### src/rtl/regfile_bypass_sb.sv
// Register file with one byte-enabled write port, two registered write-first read ports,
// optional hardwired-zero entry 0 and a per-entry busy scoreboard for RAW hazard detection.
module regfile_bypass_sb #(
  parameter int unsigned DATA_W  = 16,
  parameter int unsigned ADDR_W  = 2,
  parameter bit          R0_ZERO = 1'b0
) (
  input  logic                clk,
  input  logic                reset,
  input  logic                wr_en,
  input  logic [ADDR_W-1:0]   wr_addr,
  input  logic [DATA_W-1:0]   wr_data,
  input  logic [DATA_W/8-1:0] wr_be,
  input  logic                rd_en,
  input  logic [ADDR_W-1:0]   rd_addr1,
  input  logic [ADDR_W-1:0]   rd_addr2,
  output logic [DATA_W-1:0]   rd_data1,
  output logic [DATA_W-1:0]   rd_data2,
  output logic                rd_valid,
  input  logic                sb_set_en,
  input  logic [ADDR_W-1:0]   sb_set_addr,
  output logic                busy1,
  output logic                busy2
);

  localparam int unsigned Depth = 2 ** ADDR_W;
  localparam int unsigned NumBytes = DATA_W / 8;

  logic [DATA_W-1:0] r_mem [Depth];
  logic [Depth-1:0]  r_busy;
  logic [DATA_W-1:0] r_rd_data1;
  logic [DATA_W-1:0] r_rd_data2;
  logic              r_rd_valid;

  logic              w_wr_hit;
  logic              w_set_ok;
  logic [DATA_W-1:0] w_wr_val;
  logic [DATA_W-1:0] w_rd1_val;
  logic [DATA_W-1:0] w_rd2_val;
  logic [Depth-1:0]  w_busy_d;

  function automatic logic [DATA_W-1:0] f_merge(input logic [DATA_W-1:0]   old_val,
                                                 input logic [DATA_W-1:0]   new_val,
                                                 input logic [NumBytes-1:0] be);
    logic [DATA_W-1:0] res;
    res = old_val;
    for (int i = 0; i < int'(NumBytes); i++) begin
      if (be[i]) res[8*i +: 8] = new_val[8*i +: 8];
    end
    return res;
  endfunction

  // Entry 0 is never stored or marked busy when it is hardwired to zero.
  assign w_wr_hit = wr_en && !(R0_ZERO && (wr_addr == '0));
  assign w_set_ok = sb_set_en && !(R0_ZERO && (sb_set_addr == '0));
  assign w_wr_val = f_merge(r_mem[wr_addr], wr_data, wr_be);

  always_comb begin
    w_rd1_val = r_mem[rd_addr1];
    if (w_wr_hit && (wr_addr == rd_addr1)) w_rd1_val = w_wr_val;
    if (R0_ZERO && (rd_addr1 == '0)) w_rd1_val = '0;
    w_rd2_val = r_mem[rd_addr2];
    if (w_wr_hit && (wr_addr == rd_addr2)) w_rd2_val = w_wr_val;
    if (R0_ZERO && (rd_addr2 == '0)) w_rd2_val = '0;
  end

  // Set is applied after clear so a newly issued producer supersedes the retiring one.
  always_comb begin
    w_busy_d = r_busy;
    if (wr_en) w_busy_d[wr_addr] = 1'b0;
    if (w_set_ok) w_busy_d[sb_set_addr] = 1'b1;
  end

  always_ff @(posedge clk) begin
    if (reset) begin
      for (int i = 0; i < int'(Depth); i++) r_mem[i] <= '0;
      r_busy     <= '0;
      r_rd_data1 <= '0;
      r_rd_data2 <= '0;
      r_rd_valid <= 1'b0;
    end else begin
      if (w_wr_hit) r_mem[wr_addr] <= w_wr_val;
      r_busy     <= w_busy_d;
      r_rd_data1 <= rd_en ? w_rd1_val : '0;
      r_rd_data2 <= rd_en ? w_rd2_val : '0;
      r_rd_valid <= rd_en;
    end
  end

  // A write landing this cycle is forwarded by the bypass, so it does not count as busy.
  assign busy1 = r_busy[rd_addr1] && !(wr_en && (wr_addr == rd_addr1));
  assign busy2 = r_busy[rd_addr2] && !(wr_en && (wr_addr == rd_addr2));

  assign rd_data1 = r_rd_data1;
  assign rd_data2 = r_rd_data2;
  assign rd_valid = r_rd_valid;

endmodule

### config.mk
export PLATFORM = sky130hd
export DESIGN_NAME = regfile_bypass_sb
export DESIGN_NICKNAME = d
export VERILOG_FILES = /design/src/rtl/regfile_bypass_sb.sv
export SDC_FILE = /design/constraint.sdc
export NUM_CORES = 1
export LEC_CHECK = 0
export ABC_AREA = 1
export BUFFER_PORTS_ARGS = -buffer_cell sky130_fd_sc_hd__buf_2
export CORE_AREA = 2 2 140 142
export DETAILED_ROUTE_END_ITERATION = 12
export DIE_AREA = 0 0 142 144
export PLACE_DENSITY = 0.55
export SYNTH_ARGS = -nofsm -noshare
export SYNTH_HDL_FRONTEND = slang
export SYNTH_SLANG_ARGS = --single-unit
### constraint.sdc
create_clock -name clk -period 3.2 [get_ports clk]
set_input_delay 0 -clock clk [delete_from_list [all_inputs] [get_ports clk]]
set_output_delay 0 -clock clk [all_outputs]
set_load 0.05 [all_outputs]
==> out/results.ini <==
[layout]
drive_gt1_frac = 0.165
final_cell_mix = nand2_1, nor2_1, nand3_1, buf_2, edfxtp_1
stdcell_area_um2 = 6530
areaGrowthSynthToFinish_pct = 16.8
final_util = 0.342
fin_cells = 1079
seqCellArea_um2 = 2660
layout_commonest_cell = nand2_1
multi_input_area_um2 = 2590
layout.nets = 867
fillers = 2037
diodes = 0

[synthesis]
synth_area_um2 = 5590
synth_cell_types = 27
synth_seq_cells = 101
syn_area_per_cell_um2 = 7.16
syn_inst = 781
seq_area_frac_synth = 0.476
syn_nets = 812
ys.warnings.count = 0

[timing]
report.final.slew_viol_count = 0
setup_tns_ps = 0
rsz0062_at_grt = false
whs_ps = 124
fin_skew_ps = 8.06
final-hold-violation-count = 0
fin_crit_ps = 1970
setup_viol = 0
final.period_utilization = 0.615
setup_slack_ps = 1230
timing_worst_slew_pin_value_ps = 739
fmax_mhz = 509
slew_headroom = 0.505

[setup_path]
reg2regPathDepth = 6
r2r-start = r_mem[3][15]
critical_path.most_common_cell = buf_4
crit_arrival_ps = 2210
crit_type = in2reg
cp_slowest_stage_delay_ps = 560
cpMaxStageDelayCell = dlygate4sd3_1
crit_path_end_kind = flip-flop
path_cells = buf_2 -> buf_4 -> nor2_1 -> clkinv_1 -> buf_4 -> o21ai_1 -> buf_4 -> o32ai_1 -> dlygate4sd3_1
start_kind = primary input
regToRegSetupSlack_ps = 1730
cp_max_fo = 28
path_delay_family = buffers and inverters
cp_num_buf_inv = 6
cp.required_ps = 3440
rr_endpoint = r_mem[2][15]

[floorplan]
die_w_um = 142
die_height_um = 144
start_util = 0.293
io_pins = 66
die_area_um2 = 20400
core_area_um2 = 19100
floorplan.rows = 51

[cts]
clk_latency_ps = 360
post_cts_resized = 0
cts.reportedPaths.clkPinSlew_ps = 70
cts_tree = done
cts_buffers = 9
ctsHtreeMaxLevel = 3
cts-root-buf = clkbuf_16
clock_path_buffers = 2
cts_num_sinks = 101

[place]
place_ws_ps = 1330
port_buffers = 65
placed_area_um2 = 6160
place.gp.congestion = 0.833
hpwl_um = 12900
place_inst = 1058

[global_route]
grt_max_degree = 35
grt_pass1_vias = 5124
antenna_found_initial = 0
grt.overflow.total = 0
grt_usage = 0.186
grt_pass1_wl_um = 28900

[power_and_ir_drop]
ir_drop_uv = 190
power_mw = 3.31
power_density_nw_per_um2 = 507
leakage_nw = 2.79

[run_status]
run_status = completed

[min_path]
hold_end = rd_data2[11]
hold_start = wr_data[11]
min_path_type = in2reg
holdPathStages = 5

[flow_run]
drv_cap = 0

[routing]
dr.pass1.iters = 5
ant_nets = 0
drc = 0
routed_wirelength_um = 18700
viasPerCell = 5.05
post_drt_wl_per_cell_um = 17.3
drt-initial-drc-count = 464
vias = 5452

==> final cells by class <==
type,count,share of cell area
clock inverter,4,0.00786
sequential,101,0.408
clock buffer,12,0.0410
timing repair buffer,90,0.0805
multi-input combinational,599,0.397
tap,238,0.0456
inverter,35,0.0201
==> worst reg2reg max path, cell delays in order, from the launching register on <==
cell and delay, ps:
edfxtp_1 450, nand3_1 100, nand3_1 110, nor2_1 40, nor2_1 360, inv_1 150, nor2_1 110
==> cell families (layout without fill, tap and decap cells) <==
kind of cell	count (synthesis)	after routing	synth area share
simple gates	531	531	0.399
compound gates	68	68	0.0633
buf+inv	81	141	0.0615
flops	101	101	0.476
==> flip-flops by register name, summed over array words and instances, names as in the netlist <==
| register | flops |
|---|---|
| r_mem | 64 |
| rd_data1 | 16 |
| rd_data2 | 16 |
| r_busy | 4 |
| rd_valid | 1 |
==> worst max-delay path by stage <==
stage / slack [ps] / endpoint / start / depth (start not counted)
2_1_floorplan: 880 / r_mem[2][0] / wr_addr[0] / 4
3_3_place_gp: 1350 / r_mem[1][13] / wr_addr[1] / 7
3_5_place_dp: 1330 / r_mem[1][13] / wr_addr[1] / 7
4_1_cts: 1250 / r_busy[1] / wr_addr[1] / 9
5_1_grt: 1040 / r_busy[1] / wr_addr[1] / 9
6_report: 1230 / r_busy[1] / wr_addr[1] / 9
==> what timing repair did <==
item	in CTS	in global routing
hold endpoints to repair	4	0
buffers inserted	0	0
hold buffers	5	0
==> Yosys cell counts (all sizes together) <==
master    n  share of area
a21oi     6         0.0054
a31oi     2         0.0022
buf      27          0.025
clkbuf   19          0.013
clkinv    5         0.0034
dfxtp    37           0.13
edfxtp   64           0.34
inv      30          0.020
nand2   257           0.17
nand3   120           0.11
nand4     4         0.0078
nor2    149           0.11
nor3      1        0.00089
o21ai    56          0.050
o22ai     1         0.0011
o31ai     1         0.0013
o32ai     2         0.0031
==> metal layers <==
metal / GRT usage / wire length [µm] / part of all wire
met4: 0.0500 / 264 / 0.014
met1: 0.266 / 8690 / 0.47
met3: 0.0298 / 1610 / 0.086
met5: 0 / 0 / 0
met2: 0.293 / 8120 / 0.43
==> power by group <==
group	internal, mW	total (mW)	switching, mW	leakage (nW)
Sequential	1.47	1.52	0.0571	0.973
Combinational	0.163	0.599	0.436	1.66
Clock	0.679	1.19	0.511	0.159
Total	2.31	3.31	1.00	2.79
Note: power is estimated with default switching activity, not from simulation.
